`src/rtl/lh_msg_if.sv`:
```
// Byte-stream handshake bundle between the message source, the feeder and the hash core.
// Signals: in_valid/in_ready/in_char/in_last (upstream), core_ready/m_valid/ptxt_char/m_last (downstream).
interface lh_msg_if;
    logic       in_valid;
    logic       in_ready;
    logic [7:0] in_char;
    logic       in_last;
    logic       core_ready;
    logic       m_valid;
    logic [7:0] ptxt_char;
    logic       m_last;

    modport slave (
        input  in_valid, in_char, in_last, core_ready,
        output in_ready, m_valid, ptxt_char, m_last
    );

    modport master (
        output in_valid, in_char, in_last, core_ready,
        input  in_ready, m_valid, ptxt_char, m_last
    );
endinterface

```
`src/rtl/lh_msg_feeder.sv`:
```
// Light-hash message feeder: FIFO-buffers an input byte stream, emits it one byte per
// cycle and appends 0x80, zero fill and a length byte so the total is a multiple of
// BLOCK_BYTES. Flags non-letter bytes on err_invalid_char.
// Ports: clk, rst_n (async active-low), bus (lh_msg_if.slave: input and output
// handshakes), busy (message in flight), err_invalid_char (pulse per non-letter byte).
// Optional macro LH_FEED_FILTER_EN: drop non-letter bytes instead of passing them.
module lh_msg_feeder #(
    parameter int FIFO_DEPTH  = 4,
    parameter int BLOCK_BYTES = 8,
    parameter int LEN_W       = 16
) (
    input  logic    clk,
    input  logic    rst_n,
    lh_msg_if.slave bus,
    output logic    busy,
    output logic    err_invalid_char
);
    localparam int AW = $clog2(FIFO_DEPTH);
    localparam int PW = $clog2(BLOCK_BYTES);
    localparam logic [AW:0]   FULL_CNT = (AW+1)'(FIFO_DEPTH);
    localparam logic [PW-1:0] PRE_LEN  = PW'(BLOCK_BYTES - 2);

    typedef enum logic [2:0] {
        S_IDLE,
        S_DATA,
        S_PAD_MARK,
        S_PAD_ZERO,
        S_PAD_LEN
    } state_e;

    state_e          state_q, state_d;
    logic [9:0]      mem_q [FIFO_DEPTH];
    logic [AW-1:0]   wr_ptr_q, wr_ptr_d;
    logic [AW-1:0]   rd_ptr_q, rd_ptr_d;
    logic [AW:0]     cnt_q, cnt_d;
    logic            ready_en_q;
    logic            last_pend_q, last_pend_d;
    logic            m_valid_q, m_valid_d;
    logic [7:0]      ptxt_q, ptxt_d;
    logic            m_last_q, m_last_d;
    logic [PW-1:0]   pos_q, pos_d;
    logic [LEN_W-1:0] len_q, len_d;
    logic            err_q, err_d;

    logic            push;
    logic            pop;
    logic            fifo_empty;
    logic            is_letter;
    logic            keep_in;
    logic            advance;
    logic            taken;
    logic [PW-1:0]   load_pos;
    logic [9:0]      head;

    assign is_letter = (bus.in_char >= 8'h41 && bus.in_char <= 8'h5A) ||
                       (bus.in_char >= 8'h61 && bus.in_char <= 8'h7A);

`ifdef LH_FEED_FILTER_EN
    assign keep_in = is_letter;
`else
    assign keep_in = 1'b1;
`endif

    // in_ready depends on registered state only, never on core_ready
    assign bus.in_ready = ready_en_q && (cnt_q != FULL_CNT) && !last_pend_q;
    assign push         = bus.in_valid && bus.in_ready;
    assign fifo_empty   = (cnt_q == '0);
    assign head         = mem_q[rd_ptr_q];

    assign advance  = !m_valid_q || bus.core_ready;
    assign taken    = m_valid_q && bus.core_ready;
    // Position of the byte loaded this cycle: the held byte (if any) is leaving
    assign load_pos = pos_q + {{(PW-1){1'b0}}, m_valid_q};

    always_comb begin
        state_d   = state_q;
        m_valid_d = m_valid_q;
        ptxt_d    = ptxt_q;
        m_last_d  = m_last_q;
        len_d     = len_q;
        pop       = 1'b0;
        unique case (state_q)
            S_IDLE: begin
                if (!fifo_empty) state_d = S_DATA;
            end
            S_DATA: begin
                if (advance) begin
                    m_valid_d = 1'b0;
                    m_last_d  = 1'b0;
                    if (!fifo_empty) begin
                        pop = 1'b1;
                        if (head[8]) begin
                            m_valid_d = 1'b1;
                            ptxt_d    = head[7:0];
                            len_d     = len_q + LEN_W'(1);
                        end
                        if (head[9]) state_d = S_PAD_MARK;
                    end
                end
            end
            S_PAD_MARK: begin
                if (advance) begin
                    m_valid_d = 1'b1;
                    ptxt_d    = 8'h80;
                    m_last_d  = 1'b0;
                    state_d   = (load_pos == PRE_LEN) ? S_PAD_LEN : S_PAD_ZERO;
                end
            end
            S_PAD_ZERO: begin
                if (advance) begin
                    m_valid_d = 1'b1;
                    ptxt_d    = 8'h00;
                    m_last_d  = 1'b0;
                    if (load_pos == PRE_LEN) state_d = S_PAD_LEN;
                end
            end
            S_PAD_LEN: begin
                // First load the length byte, then wait for it to be taken
                if (m_last_q) begin
                    if (bus.core_ready) begin
                        m_valid_d = 1'b0;
                        m_last_d  = 1'b0;
                        len_d     = '0;
                        state_d   = S_IDLE;
                    end
                end else if (advance) begin
                    m_valid_d = 1'b1;
                    ptxt_d    = len_q[7:0];
                    m_last_d  = 1'b1;
                end
            end
            default: state_d = S_IDLE;
        endcase
    end

    always_comb begin
        wr_ptr_d    = wr_ptr_q + AW'(push);
        rd_ptr_d    = rd_ptr_q + AW'(pop);
        cnt_d       = cnt_q + (AW+1)'(push) - (AW+1)'(pop);
        last_pend_d = last_pend_q;
        if (push && bus.in_last) last_pend_d = 1'b1;
        if (taken && m_last_q) last_pend_d = 1'b0;
        pos_d = pos_q;
        if (taken) pos_d = pos_q + PW'(1);
        if (taken && m_last_q) pos_d = '0;
        err_d = push && !is_letter;
    end

    always_ff @(posedge clk or negedge rst_n) begin
        if (!rst_n) begin
            for (int i = 0; i < FIFO_DEPTH; i++) mem_q[i] <= '0;
        end else if (push) begin
            mem_q[wr_ptr_q] <= {bus.in_last, keep_in, bus.in_char};
        end
    end

    always_ff @(posedge clk or negedge rst_n) begin
        if (!rst_n) begin
            state_q     <= S_IDLE;
            wr_ptr_q    <= '0;
            rd_ptr_q    <= '0;
            cnt_q       <= '0;
            ready_en_q  <= 1'b0;
            last_pend_q <= 1'b0;
            m_valid_q   <= 1'b0;
            ptxt_q      <= 8'h00;
            m_last_q    <= 1'b0;
            pos_q       <= '0;
            len_q       <= '0;
            err_q       <= 1'b0;
        end else begin
            state_q     <= state_d;
            wr_ptr_q    <= wr_ptr_d;
            rd_ptr_q    <= rd_ptr_d;
            cnt_q       <= cnt_d;
            ready_en_q  <= 1'b1;
            last_pend_q <= last_pend_d;
            m_valid_q   <= m_valid_d;
            ptxt_q      <= ptxt_d;
            m_last_q    <= m_last_d;
            pos_q       <= pos_d;
            len_q       <= len_d;
            err_q       <= err_d;
        end
    end

    assign bus.m_valid      = m_valid_q;
    assign bus.ptxt_char    = ptxt_q;
    assign bus.m_last       = m_last_q;
    assign err_invalid_char = err_q;
    assign busy             = (state_q != S_IDLE) || !fifo_empty || m_valid_q;
endmodule
```
`src/flat_wrapper.sv`:
```
// flat-port wrapper written by rule: the top's interface ports become plain ports
module lh_msg_feeder_flat 
#(
    parameter int FIFO_DEPTH  = 4,
    parameter int BLOCK_BYTES = 8,
    parameter int LEN_W       = 16
)
  (clk, rst_n, busy, err_invalid_char, bus_in_valid, bus_in_char, bus_in_last, bus_core_ready, bus_in_ready, bus_m_valid, bus_ptxt_char, bus_m_last);
  lh_msg_if bus_i ();
  input  logic clk;
  input  logic rst_n;
  output logic busy;
  output logic err_invalid_char;
  input wire logic [$bits(bus_i.in_valid)-1:0] bus_in_valid;
  input wire logic [$bits(bus_i.in_char)-1:0] bus_in_char;
  input wire logic [$bits(bus_i.in_last)-1:0] bus_in_last;
  input wire logic [$bits(bus_i.core_ready)-1:0] bus_core_ready;
  output wire logic [$bits(bus_i.in_ready)-1:0] bus_in_ready;
  output wire logic [$bits(bus_i.m_valid)-1:0] bus_m_valid;
  output wire logic [$bits(bus_i.ptxt_char)-1:0] bus_ptxt_char;
  output wire logic [$bits(bus_i.m_last)-1:0] bus_m_last;
  assign bus_i.in_valid = bus_in_valid;
  assign bus_i.in_char = bus_in_char;
  assign bus_i.in_last = bus_in_last;
  assign bus_i.core_ready = bus_core_ready;
  assign bus_in_ready = bus_i.in_ready;
  assign bus_m_valid = bus_i.m_valid;
  assign bus_ptxt_char = bus_i.ptxt_char;
  assign bus_m_last = bus_i.m_last;
  lh_msg_feeder #(.FIFO_DEPTH(FIFO_DEPTH), .BLOCK_BYTES(BLOCK_BYTES), .LEN_W(LEN_W)) u_core (.clk(clk), .rst_n(rst_n), .bus(bus_i), .busy(busy), .err_invalid_char(err_invalid_char));
endmodule
```
`config.mk`:
```
export PLATFORM = sky130hd
export DESIGN_NAME = lh_msg_feeder_flat
export DESIGN_NICKNAME = d
export VERILOG_FILES = /design/src/rtl/lh_msg_if.sv /design/src/rtl/lh_msg_feeder.sv /design/src/flat_wrapper.sv
export SDC_FILE = /design/constraint.sdc
export NUM_CORES = 1
export LEC_CHECK = 0
export ABC_AREA = 0
export BUFFER_PORTS_ARGS = -buffer_cell sky130_fd_sc_hd__buf_2
export CORE_UTILIZATION = 35
export CTS_BUF_LIST = sky130_fd_sc_hd__clkbuf_16
export DETAILED_ROUTE_END_ITERATION = 8
export HOLD_SLACK_MARGIN = 0.03
export PLACE_DENSITY = 0.48
export SYNTH_ARGS = -nofsm -noshare
export SYNTH_HDL_FRONTEND = slang
export SYNTH_SLANG_ARGS = --single-unit
export TNS_END_PERCENT = 100
```
`constraint.sdc`:
```
create_clock -name clk -period 3.25 [get_ports clk]
set_clock_uncertainty 0.15 [all_clocks]
set_input_delay 0 -clock clk [delete_from_list [all_inputs] [get_ports clk]]
set_output_delay 0 -clock clk [all_outputs]
set_load 0.1 [all_outputs]
```
==> results of run 1 <==
worst min-delay path by stage:
stage | start | end | slack [ns] | cells past startpoint
4_1_cts | rst_n | u_core.pos_q[2] | 0.25 | 2
5_1_grt | rst_n | u_core.pos_q[2] | 0.30 | 2
2_1_floorplan | rst_n | u_core.bus.m_last | -0.45 | 0
3_3_place_gp | rst_n | u_core.pos_q[2] | 0.07 | 1
3_5_place_dp | rst_n | u_core.pos_q[2] | 0.07 | 1
6_report | rst_n | u_core.pos_q[2] | 0.19 | 2
metal layers:
layer  GRT usage [%]  wire [µm]  vias up
met5               0          0        -
met4            7.45        124        0
met3            2.38        135        9
met2            24.2       3440       21
met1            20.3       3790     1185
li1                -          -     1141
power groups by stage:
stage	clock (W)	sequential, W	combinational [W]
after floorplan	0	0.00178	0.00132
after global placement	0	0.00169	0.00179
after detailed placement	0	0.00170	0.00182
after CTS	0.00101	0.00169	0.00183
after global routing	0.00104	0.00176	0.00198
final	0.000982	0.00168	0.00181
cell usage after synthesis, types with 2 or more instances:
cell type   n  area share [%]
a211oi_1    3            0.62
a21o_1      2            0.41
a21oi_1    15             2.1
a22o_1      8             1.9
a31oi_1     4            0.69
and3_1      4            0.69
buf_2       5            0.69
clkbuf_1    9            0.93
dfrtp_1    74              51
ha_1        6             2.1
inv_1       9            0.93
mux2_2     46              14
mux2i_1     3            0.82
mux4_2     10             6.2
nand2_1    10             1.0
nand2b_1    7             1.2
nand3_1    11             1.5
nand3b_1    3            0.62
nand4_1     4            0.69
nor2_1      9            0.93
nor2b_1     2            0.34
nor3_1      4            0.55
nor3b_2     3             1.0
o21ai_0     6            0.82
o22ai_1     2            0.34
o2bb2ai_1   2            0.48
or2_2       4            0.69
or3_1       3            0.52
xnor2_1     3            0.72
xor2_1      3            0.72
registers in the layout, summed over array words and instances (netlist names):
signal and cells:
u_core.rd_ptr_q 2, u_core.state_q 3, u_core.len_q 8, u_core.wr_ptr_q 2
u_core.bus.ptxt_char 8, u_core.ready_en_q 1, u_core.err_invalid_char 1, u_core.last_pend_q 1
u_core.bus.m_last 1, u_core.mem_q 40, u_core.bus.m_valid 1, u_core.pos_q 3
u_core.cnt_q 3
cell families (layout without fill, tap and decap cells):
kind of cell | Yosys count | in the layout | synth area share (%)
simple gates | 72 | 72 | 11.5
other cells | 1 | 1 | 0.103
buf+inv | 24 | 65 | 2.75
mux | 59 | 59 | 21.2
flops | 74 | 74 | 50.8
fa+ha+maj | 7 | 7 | 2.61
xor+xnor | 6 | 6 | 1.44
compound gates | 48 | 48 | 9.48
placed cells by master (no fill, tap or decap), drive strengths merged, types with 2 or more instances in the layout:
cell type / netlist / layout
dfrtp: 74 / 74
mux2: 46 / 46
buf: 6 / 28
a21oi: 15 / 15
dlygate4sd3: 0 / 12
nand3: 11 / 11
nand2: 10 / 10
mux4: 10 / 10
inv: 9 / 10
nor2: 9 / 9
clkbuf: 9 / 9
a22o: 8 / 8
nand2b: 7 / 7
o21ai: 6 / 6
ha: 6 / 6
nand4: 4 / 4
or2: 4 / 4
and3: 4 / 4
nor3: 4 / 4
a31oi: 4 / 4
nor3b: 4 / 4
a211oi: 4 / 4
or3: 3 / 3
xnor2: 3 / 3
xor2: 3 / 3
mux2i: 3 / 3
nand3b: 3 / 3
clkinvlp: 0 / 3
o22ai: 2 / 2
a21o: 2 / 2
o2bb2ai: 2 / 2
nor2b: 2 / 2
clkinv: 0 / 2
cell type report:
class,count,share of cell area [%]
flip-flops and latches,74,43.0
multi-input cells,193,39.3
clock inverters,7,1.60
inverters,9,0.784
clock buffers,9,5.23
repair buffers,40,6.28
well taps,133,3.86
stage by stage:
stage          instance area (µm²)  std cells  total power [W]  hold WS (ns)  util, %
6_report                      4310        465          0.00447         0.190     43.5
5_1_grt                       4310        465          0.00478         0.297     43.5
4_1_cts                       4310        465          0.00452         0.255     43.5
3_5_place_dp                  3890        437          0.00352        0.0684     39.3
3_3_place_gp                  3890        437          0.00348        0.0704     39.3
2_1_floorplan                 3640        291          0.00310        -0.446        -
worst max-delay path: stages (launching register included):
cell and delay, ns:
dfrtp_1 0.56, nor3b_2 0.41, nand3_1 0.20, or2_2 0.35, fa_1 0.41, xor2_1 0.18
xnor2_1 0.13
==> results.sh, run 1 <==
export IMPL_status="finished, final reports clean"
export IMPL_cts_resized=0
export IMPL_crit_path_start="u_core.state_q[0]"
export IMPL_combPwrFrac_pct=40.5
export IMPL_cts_buffers=9
export IMPL_r2r_start="u_core.state_q[0]"
export IMPL_worstMarginPinSlew_ns=0.939
export IMPL_min_period_over_period_pct=77.1
export IMPL_io_buffer_count=25
export IMPL_multiInputGateArea_um2=1690
export IMPL_reg2reg_depth=6
export IMPL_antenna_found_initial=0
export IMPL_ant_nets=0
export IMPL_power_switching_w=0.00169
export IMPL_intPower_w=0.00278
export IMPL_layout_drive_gt1_share_pct=32.5
export IMPL_rsz0062_at_grt="false"
export IMPL_clock_latency_ns=0.33
export IMPL_power_per_cell_area_nw_per_um2=1040
export IMPL_grt_usage_pct=15.2
export IMPL_yosysUniqueCellTypes=47
export IMPL_seqPwrFrac_pct=37.6
export IMPL_vias=2356
export IMPL_post_cts_setup_buffer_count=0
export IMPL_slew_violations=0
export IMPL_dp_slack_ns=0.742
export IMPL_crit_end="u_core.cnt_q[2]"
export IMPL_clockRootBuffer="clkbuf_16"
export IMPL_netlist_instances=291
export IMPL_nNetsFinal=347
export IMPL_critPathKind="flop to flop"
export IMPL_clk_pin_slew_ns=0.06
export IMPL_dr_first_iter_drc_count=77
export IMPL_cp_required_ns=3.32
export IMPL_avgViaCountPerCell=5.07
export IMPL_synth_seq_cells=74
export IMPL_setup_viol=0
export IMPL_synth_ff_type="dfrtp_1"
export IMPL_grt_first_pass_wirelength_mm=12.8
export IMPL_synth_edf_count=0
export IMPL_postSynthAreaPerCell_um2=12.5
export IMPL_worstSetupEndpointType="flop"
export IMPL_syn_cell_area_um2=3640
export IMPL_swShare_pct=37.8
export IMPL_syn_nets=311
export IMPL_postCtsHoldBufs=12
export IMPL_drcViolationCount=0
export IMPL_seq_area_frac_synth_pct=50.8
export IMPL_htreeDepth=3
export IMPL_grt_overflow_total=0
export IMPL_grt_pass1_vias=2511
export IMPL_hp_class="input port to async pin"
export IMPL_grt_max_degree=75
export IMPL_r2r_slack_ns=0.74
export IMPL_clk_path_buf_depth=2
export IMPL_slew_headroom_pct=37.4
export IMPL_io_pins=26
export IMPL_area_sequential_um2=1850
export IMPL_wl_per_cell_um=16.1
export IMPL_core_area_um2=9910
export IMPL_fp_dieH_um=104
export IMPL_tns_ns=0
export IMPL_area_growth_pct=18.2
export IMPL_critPathLaunchType="flop"
export IMPL_hold_viol_final=0
export IMPL_cap_violations=0
export IMPL_totalWireLength_mm=7.48
export IMPL_timing_rr_end="u_core.cnt_q[2]"
export IMPL_dp_hpwl_mm=4.96
export IMPL_place_gp_congestion=0.821
export IMPL_tritoncts="yes"
export IMPL_crit_fanout=12
export IMPL_critPathArrivalTime_ns=2.57
export IMPL_die_w_um=104
export IMPL_diodes=0
export IMPL_async_reset_ff_share_pct=100
export IMPL_min_period_ns=2.51
export IMPL_p_clk_share_pct=21.9
export IMPL_initial_core_util_pct=36.8
export IMPL_max_freq_ghz=0.399
export IMPL_yosysWarningCount=0
export IMPL_vdd_drop_max_v=0.000338
export IMPL_dr_pass1_iters=4
export IMPL_fillCellCount=981
export IMPL_total_leakage_power_nw=1.90
export IMPL_cts_num_sinks=74
export IMPL_setup_slack_ns=0.745
export IMPL_rows=36
export IMPL_die_area_um2=10800
Power figures use the tool's default switching activity.
==> run 2: changes to the inputs <==
clock period = 2.5 ns   (was 3.25 ns; I/O delays follow)
==> run 2 against run 1 <==
  * Global-route usage grew 0.42 points
  * Total power rose by 32%
  * Highest routed layer unchanged
  * Critical path type unchanged
  * Hold slack got worse by 0.15 ns
  * Sequential power grew 27%
==> results.sh, run 2 (synthesis gave the netlist of run 1 again) <==
export IMPL_place_gp_congestion=0.793
export IMPL_dp_hpwl_mm=5.25
export IMPL_rsz0062_at_grt="false"
export IMPL_cp_required_ns=2.56
export IMPL_nNetsFinal=362
export IMPL_clock_latency_ns=0.33
export IMPL_cap_violations=0
export IMPL_die_w_um=104
export IMPL_critPathLaunchType="flop"
export IMPL_diodes=0
export IMPL_htreeDepth=3
export IMPL_setup_viol=0
export IMPL_area_growth_pct=21.8
export IMPL_stdcell_count=480
export IMPL_setup_slack_ns=0.210
export IMPL_cts_num_sinks=74
export IMPL_hold_viol_final=0
export IMPL_worstSetupEndpointType="flop"
export IMPL_initial_core_util_pct=36.8
export IMPL_min_period_over_period_pct=91.6
export IMPL_layout_drive_gt1_share_pct=35.7
export IMPL_critPathKind="flop to flop"
export IMPL_vdd_drop_max_v=0.000442
export IMPL_status="finished, final reports clean"
export IMPL_clockRootBuffer="clkbuf_16"
export IMPL_hp_class="input port to async pin"
export IMPL_power_per_cell_area_nw_per_um2=1330
export IMPL_grt_usage_pct=15.7
export IMPL_power_switching_w=0.00221
export IMPL_grt_pass1_vias=2476
export IMPL_hold_worst_slack_ns=0.0377
export IMPL_die_area_um2=10800
export IMPL_final_cell_mix="dfrtp_1, mux2_2, buf_2"
export IMPL_cts_buffers=9
export IMPL_clk_pin_slew_ns=0.06
export IMPL_tritoncts="yes"
export IMPL_intPower_w=0.00370
export IMPL_antenna_found_initial=0
export IMPL_ant_nets=0
export IMPL_slew_headroom_pct=65.1
export IMPL_largest_reg_flops=40
export IMPL_worstMarginPinSlew_ns=0.524
export IMPL_avgViaCountPerCell=5.07
export IMPL_grt_first_pass_wirelength_mm=13.1
export IMPL_totalWireLength_mm=7.64
export IMPL_max_freq_ghz=0.437
export IMPL_vias=2434
export IMPL_io_buffer_count=25
export IMPL_cts_resized=0
export IMPL_p_clk_share_pct=21.6
export IMPL_io_pins=26
export IMPL_grt_max_degree=40
export IMPL_fp_dieH_um=104
export IMPL_crit_fanout=4
export IMPL_dp_cells=451
export IMPL_regMostFlops="u_core.mem_q"
export IMPL_slew_violations=0
export IMPL_clk_path_buf_depth=2
export IMPL_tns_ns=0
export IMPL_core_area_um2=9910
export IMPL_min_period_ns=2.29
export IMPL_combPwrFrac_pct=42.4
export IMPL_swShare_pct=37.4
export IMPL_dp_slack_ns=0.195
export IMPL_dr_first_iter_drc_count=85
export IMPL_total_leakage_power_nw=1.99
export IMPL_drcViolationCount=0
export IMPL_dr_pass1_iters=4
export IMPL_final_common_cell="dfrtp_1"
export IMPL_seqPwrFrac_pct=36.0
export IMPL_wl_per_cell_um=15.9
export IMPL_rows=36
export IMPL_grt_overflow_total=0
export IMPL_critPathArrivalTime_ns=2.35
run 2: power groups by stage:
stage	clock [W]	combinational [W]	sequential, W
3_3_place_gp	0	0.00249	0.00214
2_1_floorplan	0	0.00172	0.00232
6_report	0.00128	0.00251	0.00213
3_5_place_dp	0	0.00252	0.00215
4_1_cts	0.00131	0.00254	0.00213
5_1_grt	0.00137	0.00274	0.00221
run 2: per-layer routing:
metal  vias up  track usage, %  part of all wire (%)
met2        28            24.3                    47
met3        10            3.20                   2.3
met4         0            6.12                   1.5
met1      1221            21.5                    49
li1       1175               -                     -
met5         -               0                     0
run 2: worst max-delay path, cell delays in order (launching register included):
cell	delay (ns)
dfrtp_1	0.41
or3_1	0.40
nand3_1	0.13
or2_2	0.15
nand2_1	0.05
ha_1	0.18
fa_1	0.38
xor2_1	0.18
xnor2_1	0.13
run 2: timing repair:
item / CTS / global route
buffers inserted: 0 / 0
hold endpoints to repair: 117 / 0
hold buffers: 13 / 0
run 2: final timing paths:
check	from	end	slack, ns	depth (start not counted)
min	rst_n	u_core.pos_q[2]	0.04	2
min reg2reg	u_core.mem_q[8]	u_core.mem_q[8]	0.31	1
max reg2reg	u_core.cnt_q[2]	u_core.cnt_q[2]	0.21	8
min in group clk	u_core.mem_q[8]	u_core.mem_q[8]	0.31	1
max	u_core.cnt_q[2]	u_core.cnt_q[2]	0.21	8
max in group asynchronous	rst_n	u_core.mem_q[9]	1.59	3
run 2: per-stage QoR:
stage | area (µm²) | power [W] | util [%]
2_1_floorplan | 3640 | 0.00404 | -
3_3_place_gp | 4010 | 0.00463 | 40.5
3_5_place_dp | 4010 | 0.00467 | 40.5
4_1_cts | 4440 | 0.00599 | 44.8
5_1_grt | 4440 | 0.00633 | 44.8
6_report | 4440 | 0.00591 | 44.8
run 2: area by class of cell:
cell class	count	area [µm²]
Inverter	9	33.8
Sequential cell	74	1850
Timing Repair Buffer	55	398
Fill cell	942	5470
Clock buffer	9	225
Clock inverter	7	70.1
Multi-Input combinational cell	193	1690
Tap cell	133	166
==> run 3: changes to the inputs <==
--- a/config.mk
+++ b/config.mk
@@ -8,9 +8,11 @@
 export ABC_AREA = 0
 export BUFFER_PORTS_ARGS = -buffer_cell sky130_fd_sc_hd__buf_2
+export CELL_PAD_IN_SITES_DETAIL_PLACEMENT = 1
+export CELL_PAD_IN_SITES_GLOBAL_PLACEMENT = 1
 export CORE_UTILIZATION = 35
 export CTS_BUF_LIST = sky130_fd_sc_hd__clkbuf_16
 export DETAILED_ROUTE_END_ITERATION = 8
 export HOLD_SLACK_MARGIN = 0.03
-export PLACE_DENSITY = 0.48
+export PLACE_DENSITY = 0.57
 export SYNTH_ARGS = -nofsm -noshare
 export SYNTH_HDL_FRONTEND = slang
==> constraint.sdc (replaced) <==
create_clock -name clk -period 2.5 [get_ports clk]
set_clock_uncertainty 0.15 [all_clocks]
set_input_delay 0.25 -clock clk [delete_from_list [all_inputs] [get_ports clk]]
set_output_delay 0.25 -clock clk [all_outputs]
set_load 0.1 [all_outputs]
==> run 3 against run 2 <==
  * Die area did not move
  * Fmax is 3.8% lower
  * Sequential power is essentially flat
  * Clock power is 11% lower
  * Sequential share of layout area up 1.3 points
  * Sequential cell count stayed put
  * Hold slack improved by 0.010 ns
  * Clock-buffer cell count did not move
  * Largest cell class unchanged
==> results.sh, run 3 (synthesis gave the netlist of run 1 again) <==
export IMPL_drcViolationCount=0
export IMPL_clockRootBuffer="clkbuf_16"
export IMPL_htreeDepth=3
export IMPL_avgViaCountPerCell=5.25
export IMPL_layout_drive_gt1_share_pct=36.9
export IMPL_rsz0062_at_grt="false"
export IMPL_io_pins=26
export IMPL_crit_fanout=8
export IMPL_ant_nets=0
export IMPL_cts_buffers=9
export IMPL_path_cells="or3_1 > buf_4 > or3_1 > buf_2"
export IMPL_cpPeakStageDelay_ns=0.42
export IMPL_hold_viol_final=0
export IMPL_clk_pin_slew_ns=0.06
export IMPL_slew_violations=0
export IMPL_slew_headroom_pct=65.6
export IMPL_clock_latency_ns=0.33
export IMPL_nNetsFinal=352
export IMPL_vdd_drop_max_v=0.000508
export IMPL_grtUsageMet3_pct=2.69
export IMPL_dp_hpwl_mm=5.67
export IMPL_wl_per_cell_um=16.9
export IMPL_worstSetupEndpointType="output port"
export IMPL_dp_cells=453
export IMPL_use_met1_pct=21.7
export IMPL_totalWireLength_mm=7.93
export IMPL_placed_area_um2=4030
export IMPL_grt_first_pass_wirelength_mm=13.6
export IMPL_setup_viol=0
export IMPL_largest_reg_flops=40
export IMPL_die_area_um2=10800
export IMPL_final_cell_mix="dfrtp_1, mux2_2, buf_2"
export IMPL_cp_required_ns=2.10
export IMPL_grt_pass1_vias=2550
export IMPL_place_gp_congestion=0.765
export IMPL_timing_critical_path_mode_cell="or3_1"
export IMPL_power_per_cell_area_nw_per_um2=1350
export IMPL_dp_slack_ns=0.183
export IMPL_initial_core_util_pct=36.8
export IMPL_hp_class="input port to flop"
export IMPL_max_freq_ghz=0.420
export IMPL_worstMarginPinSlew_ns=0.514
export IMPL_critPathLaunchType="flop"
export IMPL_stdcell_count=469
export IMPL_tritoncts="yes"
export IMPL_cts_num_sinks=74
export IMPL_dr_first_iter_drc_count=67
export IMPL_cap_violations=0
export IMPL_critPathKind="flop to output port"
export IMPL_final_common_cell="dfrtp_1"
export IMPL_rows=36
export IMPL_diodes=0
export IMPL_critPathArrivalTime_ns=1.98
export IMPL_core_area_um2=9910
export IMPL_dr_pass1_iters=4
export IMPL_area_growth_pct=18.0
export IMPL_die_w_um=104
export IMPL_min_period_ns=2.38
export IMPL_status="finished, final reports clean"
export IMPL_p_total_w=0.00580
export IMPL_regMostFlops="u_core.mem_q"
export IMPL_total_leakage_power_nw=1.93
export IMPL_crit_slowest_cell="dfrtp_1"
export IMPL_setup_slack_ns=0.119
export IMPL_busiest_layer="met2"
export IMPL_met2_usage_pct=25.7
export IMPL_clk_path_buf_depth=2
export IMPL_fp_dieH_um=104
export IMPL_vias=2462
export IMPL_grt_usage_pct=16.3
export IMPL_min_period_over_period_pct=95.2
export IMPL_antenna_found_initial=0
export IMPL_io_buffer_count=25
export IMPL_finalInstanceArea_um2=4300
export IMPL_grt_overflow_total=0
export IMPL_tns_ns=0
export IMPL_grt_max_degree=51
==> run 3: cell types whose count changed in the layout (fill, tap and decap cells not counted) <==
cell | before | now
inv_6 | 1 | 0
clkinvlp_4 | 3 | 2
bufinv_16 | 1 | 0
buf_4 | 17 | 19
clkinv_1 | 0 | 1
dlygate4sd3_1 | 13 | 1
clkinv_4 | 0 | 1
==> run 3: layout make-up <==
type                            instances  area (µm²)
Tap cell                              133         166
Clock buffer                            9         225
Multi-Input combinational cell        193        1690
Clock inverter                          6        36.3
Timing Repair Buffer                   45         293
Fill cell                            1068        5610
Inverter                                9        33.8
Sequential cell                        74        1850
==> run 3: per-stage QoR <==
stage               utilization [%]  hold slack (ns)
floorplan                         -           -0.196
global placement               40.6           0.0472
detailed placement             40.6           0.0439
CTS                            43.4           0.0363
global route                   43.4           0.0500
finish                         43.4           0.0478
==> run 3: path summary, 6_finish.rpt <==
| kind | startpoint | to | slack [ns] | cells past startpoint |
|---|---|---|---|---|
| min in group asynchronous | rst_n | u_core.pos_q[1] | 0.23 | 2 |
| worst min register to register | u_core.mem_q[38] | u_core.mem_q[38] | 0.32 | 1 |
| worst max-delay path | u_core.cnt_q[2] | busy | 0.12 | 4 |
| worst max register to register | u_core.cnt_q[2] | u_core.cnt_q[2] | 0.19 | 8 |
| max in group asynchronous | rst_n | u_core.mem_q[3] | 1.39 | 3 |
| worst min-delay path | bus_in_char[5] | u_core.mem_q[35] | 0.05 | 2 |
==> run 3: where the power goes <==
part	switching (W)	internal (W)	total, W
Sequential	0.000410	0.00172	0.00213
Clock	0.000484	0.000658	0.00114
Combinational	0.00132	0.00121	0.00253
==> run 3: what timing repair did <==
item	CTS	global route
hold endpoints to repair	24	0
setup buffers	0	0
hold buffers	1	0
gates resized for setup	0	0
==> run 3: worst max-delay path: cells and delay by family (launching register included) <==
kind	cells	cell delay [ns]
AND/OR/NAND/NOR	2	0.75
flip-flops	1	0.42
buffers and inverters	2	0.48
==> run 3: metal layers <==
layer  up-vias  wire (µm)
li1       1149          -
met1      1281       3730
met2        22       3920
met3        10        145
met4         0        133
met5         -          0
